`config.mk`:
```
export PLATFORM = sky130hd
export DESIGN_NAME = nx_stream_distributor
export DESIGN_NICKNAME = d
export VERILOG_FILES = /design/src/rtl/nx_stream_distributor.sv
export SDC_FILE = /design/constraint.sdc
export NUM_CORES = 1
export LEC_CHECK = 0
export ABC_CLOCK_PERIOD_IN_PS = 5670
export CORE_UTILIZATION = 40
export DETAILED_ROUTE_END_ITERATION = 6
export HOLD_SLACK_MARGIN = 0.12
export PLACE_DENSITY_LB_ADDON = 0.1
export SLEW_MARGIN = 20
export SYNTH_ARGS = -nofsm -noshare
export SYNTH_HDL_FRONTEND = slang
export SYNTH_SLANG_ARGS = --single-unit
```
`constraint.sdc`:
```
create_clock -name clk_i -period 5.67 [get_ports clk_i]
set_input_delay 0.567 -clock clk_i [delete_from_list [all_inputs] [get_ports clk_i]]
set_output_delay 0.567 -clock clk_i [all_outputs]
set_load 0.01 [all_outputs]
```
`src/rtl/nx_stream_distributor.sv`:
```
// nx_stream_distributor: fans one valid/ready stream out to N/E/S/W.
// Optional drop counter enabled by defining NX_STREAM_DIST_DROP_CNT_EN.
module nx_stream_distributor #(
    parameter int    STREAM_WIDTH = 31,
    parameter string SKID_BUFFERS = "yes"
) (
    input  logic                    clk_i,
    input  logic                    rst_i,
    input  logic [STREAM_WIDTH-1:0] dist_data_i,
    input  logic [1:0]              dist_dir_i,
    input  logic                    dist_valid_i,
    output logic                    dist_ready_o,
`ifdef NX_STREAM_DIST_DROP_CNT_EN
    output logic [15:0]             drop_count_o,
`endif
    output logic [STREAM_WIDTH-1:0] north_data_o,
    output logic                    north_valid_o,
    input  logic                    north_ready_i,
    input  logic                    north_present_i,
    output logic [STREAM_WIDTH-1:0] east_data_o,
    output logic                    east_valid_o,
    input  logic                    east_ready_i,
    input  logic                    east_present_i,
    output logic [STREAM_WIDTH-1:0] south_data_o,
    output logic                    south_valid_o,
    input  logic                    south_ready_i,
    input  logic                    south_present_i,
    output logic [STREAM_WIDTH-1:0] west_data_o,
    output logic                    west_valid_o,
    input  logic                    west_ready_i,
    input  logic                    west_present_i
);

    logic [3:0]              present;
    logic [3:0]              ready_in;
    logic [3:0]              valid_out;
    logic [STREAM_WIDTH-1:0] data_out [4];
    logic                    tgt_present;

    assign present  = {west_present_i, south_present_i,
                       east_present_i, north_present_i};
    assign ready_in = {west_ready_i, south_ready_i,
                       east_ready_i, north_ready_i};
    assign tgt_present = present[dist_dir_i];

    assign north_data_o  = data_out[0];
    assign east_data_o   = data_out[1];
    assign south_data_o  = data_out[2];
    assign west_data_o   = data_out[3];
    assign north_valid_o = valid_out[0];
    assign east_valid_o  = valid_out[1];
    assign south_valid_o = valid_out[2];
    assign west_valid_o  = valid_out[3];

    generate
        if (SKID_BUFFERS == "no") begin : g_comb
            // Pure pass-through: only the selected, present side sees valid.
            assign dist_ready_o = tgt_present ? ready_in[dist_dir_i] : 1'b1;
            for (genvar d = 0; d < 4; d++) begin : g_dir
                assign data_out[d]  = dist_data_i;
                assign valid_out[d] = dist_valid_i & present[d]
                                    & (dist_dir_i == 2'(d));
            end
        end else begin : g_skid
            logic [1:0] cnt [4];

            // Absent targets always accept so the message is swallowed.
            assign dist_ready_o = tgt_present ? (cnt[dist_dir_i] != 2'd2)
                                              : 1'b1;

            for (genvar d = 0; d < 4; d++) begin : g_dir
                logic [STREAM_WIDTH-1:0] head_q;
                logic [STREAM_WIDTH-1:0] tail_q;
                logic [1:0]              cnt_q;
                logic                    push;
                logic                    pop;

                assign push = dist_valid_i & dist_ready_o & present[d]
                            & (dist_dir_i == 2'(d));
                assign pop  = (cnt_q != 2'd0) & ready_in[d];

                assign cnt[d]       = cnt_q;
                assign data_out[d]  = head_q;
                assign valid_out[d] = cnt_q != 2'd0;

                // Two-entry FIFO; the head register drives the output directly.
                always_ff @(posedge clk_i or negedge rst_i) begin
                    if (!rst_i) begin
                        head_q <= '0;
                        tail_q <= '0;
                        cnt_q  <= 2'd0;
                    end else begin
                        case ({push, pop})
                            2'b10: begin
                                if (cnt_q == 2'd0) head_q <= dist_data_i;
                                else               tail_q <= dist_data_i;
                                cnt_q <= cnt_q + 2'd1;
                            end
                            2'b01: begin
                                head_q <= tail_q;
                                cnt_q  <= cnt_q - 2'd1;
                            end
                            2'b11: begin
                                if (cnt_q == 2'd1) begin
                                    head_q <= dist_data_i;
                                end else begin
                                    head_q <= tail_q;
                                    tail_q <= dist_data_i;
                                end
                            end
                            default: ;
                        endcase
                    end
                end
            end
        end
    endgenerate

`ifdef NX_STREAM_DIST_DROP_CNT_EN
    logic drop;
    assign drop = dist_valid_i & ~tgt_present;

    // Saturating tally of messages swallowed for lack of a neighbour.
    always_ff @(posedge clk_i or negedge rst_i) begin
        if (!rst_i)
            drop_count_o <= 16'd0;
        else if (drop && drop_count_o != 16'hFFFF)
            drop_count_o <= drop_count_o + 16'd1;
    end
`endif

endmodule

```
==> results.txt <==
* Type of the worst setup path: in2reg
- Residual antenna-violating net count after detailed routing: 0
* Std-Cell Rows: 61
- For the final database, setup skew stands at 0.008060 ns.
* Remaining global-route overflow: 0
- STA classifies the critical path endpoint as a flip-flop.
- Hold violation count in the final report: 0
* Total routing usage reported by global routing: 19.56%
- Dividing the detail-routed via count by the number of cells gives 5.279.
- Based on the critical path, the design can be clocked at up to 0.2908 GHz.
* Slew margin rel.: 31.69%
- Clock-pin slew of the registers on the worst-case setup and hold paths: 0.06 ns
- Setup_tns: 0 ns
- Average detailed-routed wire length per instance: 20.88 um
- Number of primary I/O pins: 173
- Number of clock sinks: 256
- 0 antenna diodes ended up in the layout.
- For this run, the number of standard cells in the final layout without fillers is 1349.
- Placeable core area: 28010 um^2
- In this run the deepest clock path goes through 3 buffers.
- From synthesis to final layout, the design area changed by 26.28%.
- For this run, design rule violations remaining after detail routing come to 0.
- For this block, the initial DRC count from the detailed router was 361.
* Master cell of the clock root buffer: clkbuf_16
- The initial antenna violation count was 1.
- Max VDD drop: 0.0002913 V
- Across the run, the number of max-cap violations was 0.
- Launching element type of the critical path: primary input
- The tightest min-delay check is of the in2async type.
- Nets in the synthesized netlist: 847
- Buffers added to address setup during post-CTS repair amount to 0.
* Vias in the first global route: 7230
* Global-route wire length before repair: 43650 um
- At the end of routability-driven placement, the weighted congestion stood at 0.7467.
- The clock reaches the later pin of the worst-skew pair after 0.52 ns.
- The mapped netlist covers 11500 um^2.
* Die Wd: 171.6 um
- The floorplan step defined a die boundary enclosing 29440 um^2.
- Number of port buffers: 172
- Lkg Pwr: 6.511 nW
- The worst path uses 60.65% of the clock period.
- After clock tree synthesis, the repair step resized 0 gates.
- Number of buffers added by the clock tree synthesis step: 27
* RSZ-0062 raised after global routing: no
- Setup violations remaining at the end of the flow were counted as 0.
- After the last flow step, the layout net total stands at 1015.
* Post-synthesis instance total: 783
- Die extent in y: 171.6 um
- Max-slew violation total from the final report: 0
* Arrival time of the worst setup path: 3.85 ns
* Time the worst path needs with I/O delays and setup: 3.439 ns
* Iteration count of the initial detailed-routing pass: 5
* DP Cell Count: 1299
* Final routed wirelength across all metal layers: 28160 um
- Status: finished, final reports clean
- # H-tree levels: 1
- The initial utilization of the core area, before any placement, comes to 41.06%.
* Clock tree from TritonCTS: yes
- DP HPWL: 18340 um
* Synth unique cells: 34
- For this block, the via count after detailed routing is 7122.
* Slew at the pin closest to its max-slew limit: 1.020 ns
- Sequential cells were found to cover 55.69% of the synthesized design area.
- For this design the ratio of total power to cell area is 564.2 nW/um^2.
- Number of synthesized register bits: 256
- Hold-fix buffers at CTS: 0
* Fraction of layout cells with a size suffix above 1: 32.13%
* Number of warning messages in the yosys log: 0
* Required @ worst endpoint: 6.08 ns
* Synthesized area divided by synthesized cell count: 14.69 um^2
* Maximum fanout encountered on the critical timing path: 21
- Largest net degree at the start of global routing: 141
-- cell usage after synthesis --
| library cell | number | share of area, % |
|---|---|---|
| buf_4 | 3 | 0.20 |
| nor2b_4 | 1 | 0.12 |
| o311ai_0 | 1 | 0.076 |
| mux2_1 | 9 | 0.88 |
| o21a_1 | 3 | 0.20 |
| mux2_2 | 209 | 20 |
| o211ai_1 | 3 | 0.20 |
| a21oi_1 | 2 | 0.087 |
| buf_2 | 18 | 0.78 |
| a21oi_2 | 1 | 0.076 |
| mux2i_1 | 1 | 0.087 |
| nand4b_1 | 2 | 0.15 |
| nand3_1 | 3 | 0.13 |
| o21ai_0 | 5 | 0.22 |
| ha_1 | 20 | 2.2 |
| nand4bb_4 | 1 | 0.24 |
| a22o_1 | 124 | 9.4 |
| nand2_1 | 16 | 0.52 |
| nand2_2 | 2 | 0.11 |
| nand2b_1 | 5 | 0.27 |
| clkbuf_1 | 18 | 0.59 |
| xnor2_1 | 8 | 0.61 |
| o21ai_2 | 1 | 0.076 |
| nor3b_1 | 1 | 0.065 |
| nand4b_4 | 1 | 0.21 |
| dfrtp_1 | 256 | 56 |
| mux2_4 | 30 | 3.9 |
| buf_6 | 10 | 0.98 |
| o31ai_4 | 1 | 0.18 |
| a41o_1 | 1 | 0.087 |
| nor4b_4 | 1 | 0.21 |
| a21o_1 | 1 | 0.065 |
| inv_1 | 21 | 0.69 |
| nor2b_1 | 4 | 0.22 |
-- power breakdown --
part	internal [mW]	switching, mW	total [mW]
logic	1.90	1.24	3.15
clock network	1.11	0.716	1.82
registers	2.72	0.510	3.23
total	5.73	2.47	8.19
-- worst paths after layout --
path,start,endpoint,slack [ns],cells after the start
setup reg to reg,g_skid.g_dir[2].cnt_q[0]$_DFFE_PN0P_,g_skid.g_dir[0].tail_q[28]$_DFFE_PN0P_,2.61,9
min in group clk_i,north_data_o[14]$_DFFE_PN0P_,north_data_o[14]$_DFFE_PN0P_,0.49,1
hold / removal,rst_i,west_data_o[17]$_DFFE_PN0P_,0.09,1
setup / recovery,dist_dir_i[1],g_skid.g_dir[0].tail_q[28]$_DFFE_PN0P_,2.23,10
hold reg to reg,north_data_o[14]$_DFFE_PN0P_,north_data_o[14]$_DFFE_PN0P_,0.49,1
max in group asynchronous,rst_i,g_skid.g_dir[2].tail_q[27]$_DFFE_PN0P_,4.25,2
-- cells by family (layout without fill, tap and decap cells) --
kind of cell / Yosys count / after routing / synth area share, %
buffers and inverters: 70 / 258 / 3.231
AO/OA/AOI/OAI: 143 / 143 / 10.70
flip-flops: 256 / 256 / 55.69
XOR/XNOR: 8 / 8 / 0.6092
multiplexers: 249 / 249 / 25.35
adder cells (fa/ha/maj): 20 / 20 / 2.176
AND/OR/NAND/NOR: 37 / 37 / 2.241
-- metrics by stage --
stage               total power, mW  setup WS, ns  hold slack [ns]  area, um^2  utilization (%)
floorplan                     5.024         3.138           0.2714       11500                -
global placement              6.386         1.703           0.4800       13570            48.46
detailed placement            6.434         1.629           0.4820       13570            48.46
CTS                           8.302         2.191           0.1509       14490            51.72
global route                  8.689         2.014           0.1751       14530            51.86
finish                        8.195         2.231          0.09406       14530            51.86
-- registers in the layout, indices dropped and copies added, names as in the netlist --
name                 count
g_skid.g_dir.tail_q    124
east_data_o             31
north_data_o            31
south_data_o            31
west_data_o             31
g_skid.g_dir.cnt_q       8
-- cells in the final DEF, fill, tap and decap left out, types with 5 or more instances in the layout --
cell type / Yosys / layout
dfrtp_1: 256 / 256
mux2_2: 209 / 209
clkdlybuf4s50_1: 0 / 171
a22o_1: 124 / 124
mux2_4: 30 / 30
clkbuf_16: 0 / 27
inv_1: 21 / 21
ha_1: 20 / 20
nand2_1: 16 / 16
buf_4: 3 / 14
mux2_1: 9 / 9
clkinv_2: 0 / 9
xnor2_1: 8 / 8
nand2b_1: 5 / 5
o21ai_0: 5 / 5
clkbuf_1: 18 / 5
-- cell type report --
type,instances,area [um^2]
Timing Repair Buffer,188,1879
Inverter,21,78.83
Fill cell,2449,13490
Sequential cell,256,6406
Multi-Input combinational cell,457,4773
Clock inverter,13,165.2
Tap cell,378,473.0
Clock buffer,36,749.5
-- routing by layer --
layer  GRT usage (%)  wire length [um]  vias to the layer above  part of all wire (%)
li1                -                 -                     3235                     -
met5               0                 0                        -                     0
met1           27.73             13080                     3694                    46
met3           3.405              1432                       26                   5.1
met4           3.960               361                        0                   1.3
met2           31.37             13280                      167                    47
-- critical path, cell delays in order --
cell             delay, ns
clkdlybuf4s50_1       0.74
nand4b_1              0.27
nand2_1               0.15
nor3b_1               0.07
nand2b_1              0.10
inv_1                 0.06
ha_1                  0.20
o211ai_1              0.82
buf_4                 0.47
mux2_2                0.38
(Power assumes the default switching activity.)
==> RTL change: new RTL, config.mk and constraints unchanged <==
Add a define of `NX_STREAM_DIST_DROP_CNT_EN`.
--- a/src/rtl/nx_stream_distributor.sv
+++ b/src/rtl/nx_stream_distributor.sv
@@ -1,5 +1,7 @@
 // nx_stream_distributor: fans one valid/ready stream out to N/E/S/W.
 // Optional drop counter enabled by defining NX_STREAM_DIST_DROP_CNT_EN.
+`define NX_STREAM_DIST_DROP_CNT_EN
+
 module nx_stream_distributor #(
     parameter int    STREAM_WIDTH = 31,
     parameter string SKID_BUFFERS = "yes"
Check against the original RTL (old outputs only; new: drop_count_o): same outputs for any inputs over 4 cycles, from zero or initial values and one cycle with rst_i low; that may be too few to reach the edited logic, so the function may still have changed.
==> RTL change against the unedited design <==
Final area is 6.9% higher; total power is 6.7% higher; sequential power is 5% higher; area after synthesis is 4.7% higher; worst hold slack better by 0.39 ns; worst setup slack worse by 0.11 ns; via count is 11% higher; wire length is 6.9% higher; sequential share of layout area is 0.27 points lower; sequential cell count is 16 higher; largest cell class unchanged; highest routed layer unchanged.
==> RTL change: results (changes against the unedited design) <==
* Leakage power of the design: 0.00687 uW (+5.5%)
- The area fraction in compound gates after synthesis is 11.3% (+0.63 points).
* Gate count of the mapped netlist: 902 (+15%)
* Placed wire-length estimate after detailed placement: 19,500 um (+6.3%)
- The count of buffers inserted at the top-level ports was 188 (+9.3%).
- Fraction of the mapped netlist area in adder cells: 2.18% (+0.0069 points)
- The clock latency reported for the late side of the worst-skew pair came to 0.54 ns (+0.02 ns).
- Ranked by total cell area, the synthesized netlist is headed by dfrtp_1 (57%), mux2_2 (21%), a22o_1 (6.8%), ha_1 (2.2%), a22oi_1 (1.9%).
- Path class of the lowest-slack min-delay path: reg -> reg
* Worst vdd ir: 0.000317 V (+8.8%)
- Routed wire length: 30,100 um (+6.9%)
- Number of buffers created by CTS: 30 (+11%)
* Sequential area share after synthesis: 56.5% (+0.84 points)
- Leading post-synthesis cells by instance count: dfrtp_1 (272), mux2_2 (220), a22o_1 (93)
- Synth Area in XOR/XNOR: 1.60% (+0.99 points)
- The routability congestion estimate from global placement came to 0.782 (+4.7%).
* Number of cells traversed by the worst register-to-register path: 10 (+1)
- Total global-route track usage: 19.8% (+0.26 points)
- Critical R2R Launch: g_skid.g_dir[0].cnt_q[0]
- Routed vias/inst: 5.29 (+0.16%)
* Max stage delay cell, worst path: clkdlybuf4s50_1
* Post-CTS repair timing setup buffer count: 0 (unchanged)
* Number of global-route vias before repair: 8,145 (+13%)
* Fraction of final layout cells sized beyond drive strength 1: 26.9% (-5.2 points)
- Fin nets: 1,151 (+13%)
* First-pass iteration count of the detailed router: 4 (-1)
* Iteration-0 DRC count of the detailed router: 423 (+17%)
* Clock Root Buffer: clkbuf_16
* Post-route clock skew: 0.0142 ns (+0.00616 ns)
* Largest net degree at the start of global routing: 127 (-9.9%)
- The wire length on met3 came to 1440 um (+0.42%).
* Run status: finished clean
- Delay of the slowest critical-path stage: 0.63 ns (-0.19 ns)
* Register-to-register setup slack: 2.33 ns (-0.28 ns)
- Among cell families on the critical path, the largest total delay comes from simple AND/OR/NAND/NOR gates.
- Yosys warning total: 0 (unchanged)
* Filler cell count: 2,684 (+9.6%)
- The routed length on met2 was 14,100 um (+6.1%).
- Number of nets in the synthesized netlist: 967 (+14%)
- First-pass GRT wire length: 47,500 um (+8.8%)
- Critical R2R Capture: east_data_o[7]
- Placement Cell Area: 14,400 sq um (+6.1%)
* Initial antenna violation count: 0 (-1)
- Count of cell types in the netlist: 43 (+26%)
- The relative slew slack came to 28.2% (-3.5 points).
- The mux share of post-synthesis cell area came to 20.9% (-4.5 points).
- The worst endpoint data arrival time was 3.96 ns (+0.11 ns).
==> RTL change: cell count changes after synthesis, moves of 14 or more <==
cell / delta
a22o_1: -31
a22oi_1: +31
clkbuf_1: +24
dfrtp_1: +16
mux2_4: -29
nand2_1: +40
o21ai_0: +31
xor2_1: +14
==> RTL change: kinds of logic after synthesis <==
logic type / Yosys count
adder cells (fa/ha/maj): 21
multiplexers: 223
AO/OA/AOI/OAI: 177
AND/OR/NAND/NOR: 114
buffers and inverters: 73
flip-flops: 272
XOR/XNOR: 22
==> RTL change: worst max path at each step <==
stage | start | end | cells after the start
floorplan | dist_dir_i[0] | g_skid.g_dir[0].tail_q[0] | 9
global placement | dist_dir_i[0] | g_skid.g_dir[1].tail_q[13] | 9
detailed placement | dist_dir_i[0] | east_data_o[7] | 11
CTS | dist_dir_i[0] | east_data_o[7] | 11
global route | dist_dir_i[0] | east_data_o[9] | 11
finish | dist_dir_i[0] | east_data_o[7] | 11
==> RTL change: timing repair <==
action | in CTS | in global routing
hold endpoints to repair | 91 | 0
hold buffers | 1 | 0
resized for setup | 0 | 0
==> RTL change: metrics by stage <==
step	worst slack (ns)	hold slack (ns)	instances
floorplan	2.96	0.271	902
global placement	1.42	0.460	1441
detailed placement	1.57	0.471	1443
CTS	2.14	0.485	1500
global route	1.85	0.512	1500
finish	2.12	0.480	1500
==> RTL change: area by class of cell <==
class,instances,area (sq um),area share (%)
Sequential cell,272,6810,43.8
Tap cell,390,488,3.14
Timing Repair Buffer,207,2060,13.3
Inverter,18,67.6,0.435
Clock buffer,45,898,5.79
Multi-Input combinational cell,557,4990,32.1
Clock inverter,11,211,1.36
==> RTL change: worst reg2reg max path: stages (launching register included) <==
cell and delay [ns]:
dfrtp_1 0.42, nand2b_1 0.23, o21ai_0 0.36, mux2_2 0.28, nor3_1 0.08, ha_1 0.23
nand2_1 0.08, nand2_1 0.58, buf_4 0.45, a22o_1 0.24, mux2_2 0.26
==> RTL change: where the power goes <==
| part | switching (uW) | internal (uW) | total [uW] |
|---|---|---|---|
| clock network | 782 | 1360 | 2150 |
| registers | 538 | 2860 | 3400 |
| logic | 1350 | 1840 | 3200 |
| total | 2670 | 6070 | 8740 |
==> RTL change: metal layers <==
metal	global-route usage (%)	up-vias
li1	-	3681
met1	28.4	4054
met2	32.0	175
met3	3.27	22
met4	3.15	0
met5	0	-
